==> src/rtl/mult_product_accumulator.sv <==
// Result stage behind the 24-bit multiplier: accumulates blocks of `len`
// 48-bit products into a saturating wide sum, presented on a valid/ready port.
module mult_product_accumulator #(
  parameter int unsigned IN_WIDTH  = 48,
  parameter int unsigned ACC_WIDTH = 64,
  parameter int unsigned CNT_WIDTH = 16
) (
  input  logic                 clk,
  input  logic                 rst,
  input  logic [IN_WIDTH-1:0]  in_prod,
  input  logic                 in_valid,
  output logic                 in_ready,
  input  logic [CNT_WIDTH-1:0] len,
  output logic [ACC_WIDTH-1:0] out_sum,
  output logic                 out_valid,
  input  logic                 out_ready,
  output logic                 out_ovf,
  output logic                 busy
);

  localparam int unsigned SUM_W = ACC_WIDTH + 1;

  typedef enum logic [1:0] {
    IDLE  = 2'd0,
    ACCUM = 2'd1,
    HOLD  = 2'd2
  } state_t;

  state_t               state;
  logic [ACC_WIDTH-1:0] acc;
  logic [CNT_WIDTH-1:0] cnt;
  logic [CNT_WIDTH-1:0] lat_len;
  logic                 ovf;

  logic                 accept;
  logic                 first_beat;
  logic                 consume_only;
  logic [CNT_WIDTH-1:0] len_eff;
  logic [CNT_WIDTH-1:0] cnt_inc;
  logic [SUM_W-1:0]     sum_wide;
  logic                 carry;
  logic [ACC_WIDTH-1:0] acc_next;

  // Only HOLD can stall the producer; nothing is accepted while in reset.
  assign in_ready     = !rst && ((state != HOLD) || out_ready);
  assign accept       = in_valid && in_ready;
  assign first_beat   = accept && (state != ACCUM);
  assign consume_only = (state == HOLD) && out_ready && !in_valid;

  assign len_eff  = (len == '0) ? CNT_WIDTH'(1) : len;
  assign cnt_inc  = cnt + CNT_WIDTH'(1);
  assign sum_wide = {1'b0, acc} + SUM_W'(in_prod);
  assign carry    = sum_wide[ACC_WIDTH];
  // Once a block overflows the sum is pinned at all ones until the next block.
  assign acc_next = (ovf || carry) ? '1 : sum_wide[ACC_WIDTH-1:0];

  assign out_sum = acc;
  assign out_ovf = ovf;

  always_ff @(posedge clk or posedge rst) begin
    if (rst) begin
      state     <= IDLE;
      acc       <= '0;
      cnt       <= '0;
      lat_len   <= CNT_WIDTH'(1);
      ovf       <= 1'b0;
      out_valid <= 1'b0;
      busy      <= 1'b0;
    end else if (consume_only) begin
      state     <= IDLE;
      out_valid <= 1'b0;
      busy      <= 1'b0;
    end else if (first_beat) begin
      // Entered from IDLE, or from HOLD when the result is taken in the same cycle.
      lat_len <= len_eff;
      acc     <= ACC_WIDTH'(in_prod);
      cnt     <= CNT_WIDTH'(1);
      ovf     <= 1'b0;
      busy    <= 1'b1;
      if (len_eff == CNT_WIDTH'(1)) begin
        state     <= HOLD;
        out_valid <= 1'b1;
      end else begin
        state     <= ACCUM;
        out_valid <= 1'b0;
      end
    end else if (accept) begin
      acc <= acc_next;
      cnt <= cnt_inc;
      ovf <= ovf | carry;
      if (cnt_inc == lat_len) begin
        state     <= HOLD;
        out_valid <= 1'b1;
      end
    end
  end

endmodule

==> config.mk <==
export PLATFORM = sky130hd
export DESIGN_NAME = mult_product_accumulator
export DESIGN_NICKNAME = d
export VERILOG_FILES = /design/src/rtl/mult_product_accumulator.sv
export SDC_FILE = /design/constraint.sdc
export NUM_CORES = 1
export LEC_CHECK = 0
export BUFFER_PORTS_ARGS = -buffer_cell sky130_fd_sc_hd__buf_2
export CAP_MARGIN = 20
export CORE_MARGIN = 4
export CORE_UTILIZATION = 50
export CTS_BUF_LIST = sky130_fd_sc_hd__clkbuf_16
export CTS_CLUSTER_SIZE = 12
export DETAILED_ROUTE_END_ITERATION = 12
export PLACE_DENSITY = 0.83
export SLEW_MARGIN = 40
export SYNTH_ARGS = -nofsm -noshare
export SYNTH_HDL_FRONTEND = slang
export SYNTH_SLANG_ARGS = --single-unit
==> constraint.sdc <==
create_clock -name clk -period 3.6 [get_ports clk]
set_input_delay 0.36 -clock clk [delete_from_list [all_inputs] [get_ports clk]]
set_output_delay 0.36 -clock clk [all_outputs]
set_load 0.1 [all_outputs]
After elaboration in Yosys (flattened, before gate mapping)
Cells that the tools add are included.
{ "word_totals": {"register_bits": 101, "wordCells": 53} }
{ "classes": {"add_sub_neg": 2, "eq_ne": 5, "mux": 20, "n_bitwise": 2, "reduce_logical": 17} }
{ "op_table": {"columns": ["cell", "count"], "rows": [
  ["64-bit 2-to-1 mux", 3],
  ["64-bit by 48-bit adder with 65-bit output", 1],
  ["16-bit 2-to-1 mux", 3],
  ["16-bit by 1-bit adder with 16-bit output, second input constant", 1],
  ["16-bit by 1-bit == test with 1-bit output, second input constant", 1],
  ["16-bit == test", 1],
  ["16-bit zero test", 1],
  ["2-bit 2-to-1 mux", 5],
  ["1-bit 2-to-1 mux", 9],
  ["2-bit AND reduction", 3],
  ["3-bit nonzero test", 2],
  ["1-bit logical AND", 5],
  ["2-bit nonzero test", 2],
  ["2-bit == test, second input constant", 1],
  ["1-bit zero test", 2],
  ["1-bit logical OR", 2],
  ["2-bit by 1-bit inequality test with 1-bit output, second input constant", 1],
  ["2-bit inequality test, second input constant", 1],
  ["1-bit inverter", 1],
  ["1-bit bitwise OR", 1]
]} }

Depth between registers and ports, before layout
{ "logic_depth": {"depth_word": 7, "ltp_mapped": 13, "depth_no_buf": 11} }

Worst setup path after synthesis
No wires, ideal clock.
{ "synth_timing": {"path_type": "input -> register", "startpoint": "input port rst", "endpoint": "register state[0]", "t_arrival_ps": 3861, "required_time_ps": 3472, "slack_ps": -389, "cell_stages": 7, "cell_sequence": "inv_1 > nand3b_1 > nor4_1 > nand4_1 > or4_1 > o21ai_1 > o21ai_0"} }
{ "synth_between": {"elab_chain_len": 6, "elab_cells_between_ends": 9, "classes_between": "mux (2); reduce/logical (7)"} }
{ "synth_rtl": {"columns": ["element", "line_no", "source"], "rows": [
  ["start: declaration", "9", "input logic rst,"],
  ["1-bit zero test (no line) (*)", null, null],
  ["1-bit logical AND (*)", "45", "assign in_ready = !rst && ((state != HOLD) || out_ready);"],
  ["1-bit logical AND (*)", "46", "assign accept = in_valid && in_ready;"],
  ["1-bit logical AND", "47", "assign first_beat = accept && (state != ACCUM);"],
  ["3-bit nonzero test (no line) or 2-bit 2-to-1 mux (tied branches)", null, null],
  ["2-bit AND reduction (no line) or 2-bit 2-to-1 mux (tied branches)", null, null],
  ["end signal: assignment", "62", "state <= IDLE;"],
  ["end signal: assignment", "70", "state <= IDLE;"],
  ["end signal: assignment", "81", "state <= HOLD;"],
  ["end: declaration", "29", "state_t state;"]
]} }
Every way passes the cells marked *; elsewhere a longest branch is shown, timed or not.
A chain may end at the register's enable or synchronous reset.

Worst setup path after layout
{ "layout_timing": {"startpoint": "register acc[0] (netlist: out_sum[0])", "endpoint": "register acc[57] (netlist: out_sum[57])"} }
{ "layout_between": {"elab_chain_len": 5} }
{ "layout_rtl": {"columns": ["element", "line_no", "source"], "rows": [
  ["start: declaration", "30", "logic [ACC_WIDTH-1:0] acc;"],
  ["start signal: assignment", "76", "acc <= ACC_WIDTH'(in_prod);"],
  ["start signal: assignment", "88", "acc <= acc_next;"],
  ["64-bit by 48-bit adder with 65-bit output (*)", "52", "assign sum_wide = {1'b0, acc} + SUM_W'(in_prod);"],
  ["1-bit logical OR", "55", "assign acc_next = (ovf || carry) ? '1 : sum_wide[ACC_WIDTH-1:0];"],
  ["64-bit 2-to-1 mux (*)", "55", null],
  ["64-bit 2-to-1 mux (*)", "87", "end else if (accept) begin"],
  ["64-bit 2-to-1 mux (*)", "73", "end else if (first_beat) begin"]
]} }
Every way passes the cells marked *; elsewhere a longest branch is shown, timed or not. The select of a mux whose other input is x is not followed.

==> reports/metrics.yaml <==
cts.path.max_buffers: 2
status: "completed"
synth_common_cells: "nand2_1 (120), a21oi_1 (115), dfrtp_1 (99)"
met2WireLength_um: 10400
end_kind: "register"
synth-seq-cells: 100
wl_met1_um: 10400
hold_viol: 0
synth_top_area_cell: "dfrtp_1"
cp.arrival_ns: 3.49
synth_cells: 979
pwr-share-clk_pct: 10.0
timing.hold.ws_ns: 0.144
firstDrtPassIters: 5
finalNonFillerCells: 1297
grt_start_max_net_pins: 103
period_share_pct: 91.3
ys_warn_count: 0
grt_pass1_wl_um: 37200
fin_skew_ns: 0.0111
grt_pass1_vias: 7555
synth_ff_type: "dfrtp_1"
multi_input_comb_area_um2: 5160
nFillCells: 1436
viasPerCell: 6.06
p_sw_mw: 5.67
highest_layer: "met4"
clk_latency_ns: 0.36
finalWorstPathRequiredPeriod_ns: 3.29
synthArstFlopShare_pct: 100
cpMostUsedCell: "a21oi_2"
start_kind: "register"
yosysMostFrequentCell: "nand2_1"
io_buffers: 135
antennaDiodeCount: 0
gr-total-overflow: 0
ctsHtreeMaxLevel: 3
ios: 136
drv_slew: 0
tritoncts: "done"
syn_avg_cell_area_um2: 8.14
tightestPinTransition_ns: 0.755
antenna_found_initial: 0
critical_path_class: "register to register"
intPower_mw: 3.87
nNetsFinal: 1199
p_per_area_nw_per_um2: 1050
required_ns: 3.81
clkTransAtPathRegs_ns: 0.07
synth_nets: 1097
setup_viol: 0
gp_congestion: 0.960
die_x_um: 134
ant_nets: 0
leakagePower_nw: 4.03
clockRootBuffer: "clkbuf_16"
drv_cap: 0
cts_resized: 0
vias: 7854
p_sw_share_pct: 59.4
seqCellArea_um2: 2500
p_total_mw: 9.53
place_inst: 1281
cts_setup_buffers: 0
ff2ff_path_depth: 12
synth.area.top_cells: "dfrtp_1 (31%), ha_1 (7.7%), a21oi_1 (7.2%)"
die_y_um: 134
synth-edff-count: 0
place_hpwl_um: 16700
drt_first_iter_violations: 620
rows: 45
die-area_um2: 18000
grt_usage_pct: 24.7
slowest_delay_ns: 0.41
yosysSeqAreaShare_pct: 31.4
clock_sinks: 100
ctsHoldBuffers: 0
critPathSlowestCell: "fa_1"
floorplan.initialDensity_pct: 51.7
synth_top_area_share_pct: 31.1
drt-total-wl_um: 22800
drive_above_1_share_pct: 18.8
cts_buffers: 9
syn_area_um2: 7970
ir_worst_vdd_mv: 0.803
comb_power_share_pct: 70.4
met3_length_um: 1380
tns_ns: 0
path_cells: "ha_1 > fa_1 > a21oi_1 > o21ai_1 > a21oi_2 > o211ai_2 > o21a_1 > a21oi_2 > buf_4 > nor2_2 > a211oi_1 > a311oi_1"
fmax_ghz: 0.304
drc: 0
synth.distinct_cells: 79
worstPathMaxFanout: 24
areaGrowthSynthToFinish_pct: 13.8
wl_per_cell_um: 17.6
hp-class: "input port to asynchronous set/reset pin"
core_area_um2: 15400
maxSlewHeadroom_pct: 49.6
seq_power_share_pct: 19.7
rsz0062_at_grt: "false"
layout make-up:
class	count	area share, %
clock buffer	9	2.48
clock inverter	7	0.566
inverter	14	0.621
multi-input combinational	806	56.9
sequential	100	27.6
tap	211	2.91
timing repair buffer	150	8.87
metal layers:
| metal | GRT usage [%] | up-vias |
|---|---|---|
| met4 | 8.37 | 0 |
| met2 | 39.2 | 299 |
| met3 | 2.85 | 44 |
| met1 | 35.1 | 3713 |
| li1 | - | 3798 |
| met5 | 0 | - |
sequential cells by signal, indices dropped and copies added, names as in the netlist:
signal and flops:
out_valid 1, cnt 16, out_ovf 1, state 1
lat_len 16, busy 1, out_sum 64
power by group through the flow:
stage	combinational (mW)	sequential, mW	clock (mW)
3_5_place_dp	6.62	1.89	0
5_1_grt	7.20	1.93	0.997
4_1_cts	6.66	1.87	0.962
2_1_floorplan	3.32	3.88	0
3_3_place_gp	6.56	1.88	0
6_report	6.71	1.88	0.950
critical path: cells and delay by family (launching register included):
kind,cells,cell delay (ns)
adders and majority gates,2,0.64
and+or+nand+nor,1,0.09
DFF,1,0.40
AOI/OAI and AO/OA,8,1.64
buffers and inverters,1,0.35
final timing paths:
check | from | endpoint | slack [ns]
max in group asynchronous | rst | out_sum[25] | 2.44
worst max-delay path | out_sum[0] | out_sum[57] | 0.31
worst min-delay path | rst | out_valid | 0.14
worst min register to register | lat_len[10] | lat_len[10] | 0.51
worst max register to register | out_sum[0] | out_sum[57] | 0.31
min in group clk | len[9] | lat_len[9] | 0.22
layout by cell type (no fill, tap or decap), drive strengths merged, types with 5 or more instances in the layout:
cell type / netlist / final
xor2: 33 / 33
dfrtp: 99 / 99
o21ai: 111 / 111
ha: 49 / 49
nand3: 21 / 21
clkbuf: 35 / 9
nand2: 121 / 121
a21oi: 117 / 117
nor3: 21 / 21
o211ai: 5 / 5
o21a: 11 / 11
a22o: 10 / 10
xnor2: 39 / 39
and3: 20 / 20
a211oi: 19 / 19
nor2: 58 / 58
o21bai: 7 / 7
and4: 6 / 6
a311oi: 5 / 5
o31ai: 12 / 12
nand4: 22 / 22
o22ai: 12 / 12
a21o: 17 / 17
buf: 24 / 150
a31oi: 11 / 11
nor2b: 5 / 5
and2: 7 / 7
or3: 16 / 16
nor4: 8 / 8
inv: 14 / 16
stage by stage:
stage                     util (%)  worst slack [ns]  area [um2]
after global placement        57.0             0.332        8790
after global routing          58.8             0.105        9070
after detailed placement      57.0             0.260        8790
final                         58.8             0.315        9070
after floorplan                  -             0.188        7970
after CTS                     58.8             0.340        9070
logic make-up after synthesis:
family,synth area share [%]
AOI/OAI and AO/OA,28.7
and+or+nand+nor,19.9
DFF,31.4
buffers and inverters,4.05
xor gates and xnor gates,7.91
adders and majority gates,7.94
muxes,0.126
Power figures use the tool's default switching activity.
